[config.mk]
export PLATFORM = sky130hd
export DESIGN_NAME = conv_result_streamer
export DESIGN_NICKNAME = d
export VERILOG_FILES = /design/src/rtl/conv_pkg.sv /design/src/rtl/conv_idx_counter.sv /design/src/rtl/conv_result_streamer.sv
export SDC_FILE = /design/constraint.sdc
export NUM_CORES = 1
export LEC_CHECK = 0
export ABC_CLOCK_PERIOD_IN_PS = 97500
export BUFFER_PORTS_ARGS = -buffer_cell sky130_fd_sc_hd__buf_4
export CORE_AREA = 4 4 339 341
export DETAILED_ROUTE_END_ITERATION = 16
export DIE_AREA = 0 0 343 345
export MAX_ROUTING_LAYER = met4
export PLACE_DENSITY = 0.47
export SETUP_SLACK_MARGIN = 0.3
export SLEW_MARGIN = 15
export SYNTH_ARGS = -nofsm -noshare
export SYNTH_HDL_FRONTEND = slang
export SYNTH_SLANG_ARGS = --single-unit
[constraint.sdc]
create_clock -name clk -period 97.5 [get_ports clk]
set_clock_uncertainty 0.2 [all_clocks]
set_input_delay 19.5 -clock clk [delete_from_list [all_inputs] [get_ports clk]]
set_output_delay 19.5 -clock clk [all_outputs]
set_load 0.01 [all_outputs]
[src/rtl/conv_pkg.sv]
// Shared sizing and state encoding for the convolution result path.
// Frame order is flat index j = d*ROWS*COLS + r*COLS + c.
package conv_pkg;

    localparam int unsigned ROWS  = 6;
    localparam int unsigned COLS  = 6;
    localparam int unsigned CHANS = 3;
    localparam int unsigned DW    = 8;

    localparam int unsigned FRAME_ELEMS = ROWS * COLS * CHANS;
    localparam int unsigned FRAME_BITS  = FRAME_ELEMS * DW;

    localparam int unsigned CHAN_W = (CHANS > 1) ? $clog2(CHANS) : 1;
    localparam int unsigned ROW_W  = (ROWS > 1) ? $clog2(ROWS) : 1;
    localparam int unsigned COL_W  = (COLS > 1) ? $clog2(COLS) : 1;
    localparam int unsigned IDX_W  = (FRAME_ELEMS > 1) ? $clog2(FRAME_ELEMS) : 1;

    typedef enum logic [0:0] {
        StIdle,
        StStream
    } stream_state_e;

endpackage

[src/rtl/conv_idx_counter.sv]
// Nested (d,r,c) frame position counter with a matching flat index j.
// Wraps to the origin after the terminal position; clear has priority over enable.
module conv_idx_counter
    import conv_pkg::*;
(
    input  logic              clk_i,
    input  logic              rst_ni,
    input  logic              clr_i,
    input  logic              en_i,
    output logic [CHAN_W-1:0] chan_o,
    output logic [ROW_W-1:0]  row_o,
    output logic [COL_W-1:0]  col_o,
    output logic [IDX_W-1:0]  idx_o,
    output logic              last_o
);

    localparam logic [CHAN_W-1:0] ChanMax = CHAN_W'(CHANS - 1);
    localparam logic [ROW_W-1:0]  RowMax  = ROW_W'(ROWS - 1);
    localparam logic [COL_W-1:0]  ColMax  = COL_W'(COLS - 1);

    logic [CHAN_W-1:0] chan_q, chan_d;
    logic [ROW_W-1:0]  row_q, row_d;
    logic [COL_W-1:0]  col_q, col_d;
    logic [IDX_W-1:0]  idx_q, idx_d;

    assign last_o = (chan_q == ChanMax) && (row_q == RowMax) && (col_q == ColMax);

    always_comb begin
        chan_d = chan_q;
        row_d  = row_q;
        col_d  = col_q;
        idx_d  = idx_q;
        if (clr_i) begin
            chan_d = '0;
            row_d  = '0;
            col_d  = '0;
            idx_d  = '0;
        end else if (en_i) begin
            if (last_o) begin
                chan_d = '0;
                row_d  = '0;
                col_d  = '0;
                idx_d  = '0;
            end else begin
                idx_d = idx_q + 1'b1;
                if (col_q == ColMax) begin
                    col_d = '0;
                    if (row_q == RowMax) begin
                        row_d  = '0;
                        chan_d = chan_q + 1'b1;
                    end else begin
                        row_d = row_q + 1'b1;
                    end
                end else begin
                    col_d = col_q + 1'b1;
                end
            end
        end
    end

    always_ff @(posedge clk_i) begin
        if (!rst_ni) begin
            chan_q <= '0;
            row_q  <= '0;
            col_q  <= '0;
            idx_q  <= '0;
        end else begin
            chan_q <= chan_d;
            row_q  <= row_d;
            col_q  <= col_d;
            idx_q  <= idx_d;
        end
    end

    assign chan_o = chan_q;
    assign row_o  = row_q;
    assign col_o  = col_q;
    assign idx_o  = idx_q;

endmodule

[src/rtl/conv_result_streamer.sv]
// Captures a whole convolution result frame in one cycle and replays it byte by byte
// on a valid/ready stream tagged with (chan,row,col) and a last flag.
module conv_result_streamer
    import conv_pkg::*;
(
    input  logic                  clk,
    input  logic                  rst_n,
    input  logic [FRAME_BITS-1:0] conv_lin,
    input  logic                  conv_valid,
    output logic                  conv_ready,
    output logic [DW-1:0]         m_data,
    output logic                  m_valid,
    input  logic                  m_ready,
    output logic [CHAN_W-1:0]     m_chan,
    output logic [ROW_W-1:0]      m_row,
    output logic [COL_W-1:0]      m_col,
    output logic                  m_last,
    output logic                  frame_done
);

    stream_state_e state_q, state_d;

    logic [FRAME_BITS-1:0] frame_q;
    logic                  frame_done_q;
    logic                  capture;
    logic                  accept;
    logic                  cnt_last;
    logic [IDX_W-1:0]      cnt_idx;
    logic [CHAN_W-1:0]     cnt_chan;
    logic [ROW_W-1:0]      cnt_row;
    logic [COL_W-1:0]      cnt_col;

    assign capture = (state_q == StIdle) && conv_valid;
    assign accept  = (state_q == StStream) && m_ready;

    always_ff @(posedge clk) begin
        if (!rst_n) begin
            state_q <= StIdle;
        end else begin
            state_q <= state_d;
        end
    end

    always_comb begin
        state_d = state_q;
        unique case (state_q)
            StIdle:   if (conv_valid) state_d = StStream;
            StStream: if (m_ready && cnt_last) state_d = StIdle;
            default:  state_d = StIdle;
        endcase
    end

    always_comb begin
        conv_ready = 1'b0;
        m_valid    = 1'b0;
        m_last     = 1'b0;
        m_data     = '0;
        unique case (state_q)
            StIdle: conv_ready = 1'b1;
            StStream: begin
                m_valid = 1'b1;
                m_last  = cnt_last;
                m_data  = frame_q[cnt_idx * DW +: DW];
            end
            default: conv_ready = 1'b0;
        endcase
    end

    // Frame buffer carries no reset: its contents only matter after a capture.
    always_ff @(posedge clk) begin
        if (capture) begin
            frame_q <= conv_lin;
        end
    end

    always_ff @(posedge clk) begin
        if (!rst_n) begin
            frame_done_q <= 1'b0;
        end else begin
            frame_done_q <= accept && cnt_last;
        end
    end

    conv_idx_counter u_idx (
        .clk_i  (clk),
        .rst_ni (rst_n),
        .clr_i  (capture),
        .en_i   (accept),
        .chan_o (cnt_chan),
        .row_o  (cnt_row),
        .col_o  (cnt_col),
        .idx_o  (cnt_idx),
        .last_o (cnt_last)
    );

    // Counter sits at the origin whenever idle, so tags read (0,0,0) there.
    assign m_chan     = cnt_chan;
    assign m_row      = cnt_row;
    assign m_col      = cnt_col;
    assign frame_done = frame_done_q;

endmodule

After elaboration in Yosys (flattened, before gate mapping). Cells that the tools add are included.

Latch bits: 0. Memories: 0. Input port bits: 868. Output and inout port bits: 20. Flip-flop bits (word level): 881. ROM bits: 0. Logic and storage cells: 44. Memory bits (writable): 0.

Bitwise gates (word level): 2. Reductions and logical operators: 11. $mul: 0. Add/sub/neg operators: 4. Div/mod/pow operators: 0. Eq/ne operators: 3. Muxes and demuxes: 16. $lt $le $gt $ge: 0. Shifts and indexed selects: 1.

Operators with widths (count): 864-bit by 11-bit indexed part select with 8-bit output (1); 3-bit two-way mux (5); 8-bit two-way mux (1); 7-bit by 1-bit adder with 7-bit output, second input constant (1); 7-bit two-way mux (1); 3-bit by 1-bit adder with 3-bit output, second input constant (2); 3-bit == test, second input constant (2); 1-bit logical AND (6); 2-bit two-way mux (3); 1-bit two-way mux (5); 2-bit nonzero test (2); 3-bit AND reduction (1); 2-bit by 1-bit adder with 2-bit output, second input constant (1); 2-bit == test, second input constant (1); 1-bit NOT (2); 1-bit case mux with 2 select lines (1); 2-bit AND reduction (1); 2-bit OR reduction (1).

Logic depth before layout (Yosys ltp).
Word-level depth: 6. Mapped depth: 11.

Cells and area by module. From an unflattened synthesis, not the netlist that was laid out.

Cell total of the unflattened synthesis: 1573. Area, all modules: 34010.1 sq um.

By module, submodules not included: conv_result_streamer (instances 1, area each 33309.4 sq um, cells an instance 1494); conv_idx_counter (instances 1, area each 700.7 sq um, cells an instance 79).

Worst setup path after synthesis. OpenSTA, ideal clock, no wires.

Kind: input -> register. Start point: input conv_valid. End point: register u_idx.chan_q[0] (netlist: u_idx.chan_o[0]). Buffers on the path: 1. Library setup time: 0.128 ns. Arrival time: 59.040 ns. Data required time: 97.172 ns. Cell stages on the path: 4. Path slack: 38.133 ns. Cells stage by stage: nor2b_1 -> nand2b_1 -> clkbuf_1 -> nor2_1.

Word-level cells in the longest chain between the ends: 2.

Ends and longest elaborated chain: from (decl) (RTL line conv_result_streamer.sv:9) `input logic conv_valid,`; 1-bit logical AND (RTL line conv_result_streamer.sv:33) `assign capture = (state_q == StIdle) && conv_valid;`; 2-bit OR reduction (no source line); to (signal assigned) (RTL line conv_idx_counter.sv:68) `chan_q <= chan_d;`; to (decl) (RTL line conv_idx_counter.sv:21) `logic [CHAN_W-1:0] chan_q, chan_d;`.

Every way passes these cells. A chain may end at the register's enable or synchronous reset.

Worst setup path after layout.
Start point: register u_idx.idx_q[2] (netlist: u_idx.idx_o[2]). End point: output m_data[7].

Word-level cells in the longest chain between the ends: 2.

Ends and longest elaborated chain: from (decl) (RTL line conv_idx_counter.sv:24) `logic [IDX_W-1:0] idx_q, idx_d;`; from (signal assigned) (RTL line conv_idx_counter.sv:71) `idx_q <= idx_d;`; 864-bit by 11-bit indexed part select with 8-bit output (RTL line conv_result_streamer.sv:63) `m_data = frame_q[cnt_idx * DW +: DW];`; 8-bit two-way mux (RTL line conv_result_streamer.sv:58) `unique case (state_q)`; to (decl) (RTL line conv_result_streamer.sv:11) `output logic [DW-1:0] m_data,`.

Every way passes these cells.

==> results.ini <==
[status]
status = finished clean

[synth]
syn_nets = 2460
yosys.area_share.adder = 0.000738
post-synth-top-count-cell = edfxtp_1
synth.avg_cell_area_sq_um = 21.3
yosysSeqAreaShare = 0.775
yosysTopAreaCell = edfxtp_1
synthFlopType = edfxtp_1
synth-edff-count = 864
ys_top_cells_by_count = edfxtp_1, mux4_2, mux2i_1
yosys.area_share.xor_xnor = 0.00181
netlist_area_sq_um = 33900
synth_mux_area_frac = 0.149
async_reset_ff_frac = 0
synth_cell_types = 54
synth-compound-area-share = 0.0382
ys_warn_count = 0
synthSimpleGateAreaFrac = 0.0194
synthTopCellsByArea = edfxtp_1, mux4_2, mux2i_1
synth_top_family_by_area = multiplexers
synth_cells = 1590
yosysTopAreaCellShare = 0.765
synth-seq-cells = 881

[pwr]
internal-power_uw = 682
pwr-share-clk = 0.415
power.density_nw_per_um2 = 19.1
seqPwrFrac = 0.515
p_leak_uw = 0.0160
switching_power_uw = 187
p_comb_frac = 0.070
p_sw_frac = 0.215
ir_drop_mv = 0.0125

[sta]
slew-limit-headroom = 0.179
setup-tns-final_ps = 0
min_period_ps = 24980
setup_viol = 0
tightestPinTransition_ps = 1230
clock.fmax_mhz = 40.0
rsz0062_at_grt = false
finalMaxSlewViolations = 0
period_share = 0.256
final_hold_viol_count = 0

[worst_setup_path]
startpoint_type = flop
cpMaxStageDelayCell = dfxtp_4
cp_cell_sequence = buf_4 -> buf_4 -> mux4_2 -> a22o_1 -> a2111oi_1 -> nor3b_1 -> o32a_1 -> buf_4
critical_path.max_stage_delay_ps = 860
worstPathArrival_ps = 5280
path_class = reg -> out
crit_fanout = 46
path_common_cell = buf_4
cp.required_ps = 77800
cp-end-kind = output port

[final_layout]
nFillCells = 10200
area.growth.synth_to_final_pct = 33.9
instances_no_fill = 4134
nNetsFinal = 3393
post-route-util = 0.406
layout-drive-gt1-share = 0.471

[placement]
port_buffers = 887
dp.cells = 3921
place_hpwl_mm = 97.4
gp_congestion = 0.938

[floorplan]
dieArea_sq_um = 118000
die_width_um = 343
ios = 888
num_rows = 123
coreArea_sq_um = 112000
fp.dieH_um = 345
start_util = 0.303

[routing]
dr.pass1.iters = 5
routed_wl_mm = 127
vias_per_cell = 4.80
drt-initial-drc-count = 1428
postRouteAntennaNets = 0
via_count = 19900
wire_per_inst_um = 30.7
drc_errors = 0

[grt]
grt_use_total = 0.215
grt_max_degree = 201
grt_pass1_wl_mm = 171
antenna_found_initial = 31
grt.overflow.total = 0
grt_pass1_vias = 21800

[flow_run]
cap_viol_max_count = 0

[clocking]
cts_tree = yes
cts_setup_buffers = 0
clock_sinks = 881
clock-root-buffer = clkbuf_16
clk_pin_slew_ps = 60
htreeDepth = 3
cts_max_path_buffers = 3
numCtsBuffers = 100
postCtsHoldBufs = 0
clock_latency_ps = 670
cts-resized-gates = 0

[min_path]
min_path_type = reg -> reg

==> state kept, by name (all words and copies together), names as in the netlist <==
register and count:
frame_done 1, frame_q 864, state_q 1, u_idx.chan_o 2, u_idx.col_o 3, u_idx.idx_o 7, u_idx.row_o 3
==> metrics by stage <==
stage                     setup WS, ps  power, uW  hold WS [ps]  instance area (sq um)
after floorplan                  38130        504           347                  33900
after global placement           73030        516           312                  42200
after detailed placement         73010        518           365                  42200
after CTS                        72250        881           374                  45400
final                            72520        869           367                  45400
after global routing             72250        900           404                  45400
==> worst max-delay path, delay by kind of cell, from the launching register on <==
kind,cells,cell delay (ps)
AND/OR/NAND/NOR,1,150
AO/OA/AOI/OAI,3,1520
flip-flops,1,860
buffers and inverters,3,1630
multiplexers,1,400
==> cells by family after synthesis <==
| family | count (synthesis) |
|---|---|
| DFF | 881 |
| muxes | 297 |
| AOI/OAI and AO/OA | 177 |
| and+or+nand+nor | 137 |
| buffers and inverters | 89 |
| xor gates and xnor gates | 7 |
| adders and majority gates | 2 |
==> cell usage in the layout (no fill, tap or decap), drive strengths merged, types with 26 or more instances in the layout <==
cell / Yosys / final
buf: 61 / 917
edfxtp: 864 / 864
mux4: 164 / 164
clkbuf: 25 / 127
mux2i: 126 / 126
clkinv: 0 / 49
nor2: 45 / 45
a21oi: 39 / 39
nand2: 33 / 33
a22oi: 29 / 29
diode: 0 / 26
==> power by group through the flow <==
stage	clock (uW)	combinational [uW]	sequential [uW]
4_1_cts	371	62.2	448
2_1_floorplan	0	21.8	482
6_report	361	60.8	447
3_3_place_gp	0	60.9	455
5_1_grt	386	64.9	449
3_5_place_dp	0	62.0	456
==> area by class of cell <==
type / count / area (sq um) / area share
diodes: 26 / 65.1 / 0.00143
clock buffers: 127 / 2690 / 0.0592
clock inverters: 60 / 429 / 0.00945
inverters: 3 / 11.3 / 0.000248
multi-input cells: 620 / 7140 / 0.157
flip-flops and latches: 881 / 26300 / 0.579
well taps: 1500 / 1880 / 0.0413
repair buffers: 917 / 6910 / 0.152
==> path summary, 6_finish.rpt <==
path / end / slack, ps / from / depth (start not counted)
max reg2reg: frame_q[659] / 92410 / state_q / 4
min reg2reg: u_idx.col_o[0] / 370 / u_idx.col_o[0] / 2
max: m_data[7] / 72520 / u_idx.idx_o[2] / 8
min: u_idx.col_o[0] / 370 / u_idx.col_o[0] / 2
==> layer usage <==
metal / vias up / track usage / routed length, um
li1: 8622 / - / -
met3: 152 / 0.0583 / 9190
met5: - / - / 0
met4: 0 / 0.0484 / 2970
met2: 817 / 0.373 / 65800
met1: 10300 / 0.249 / 49100
Power figures use the tool's default switching activity.
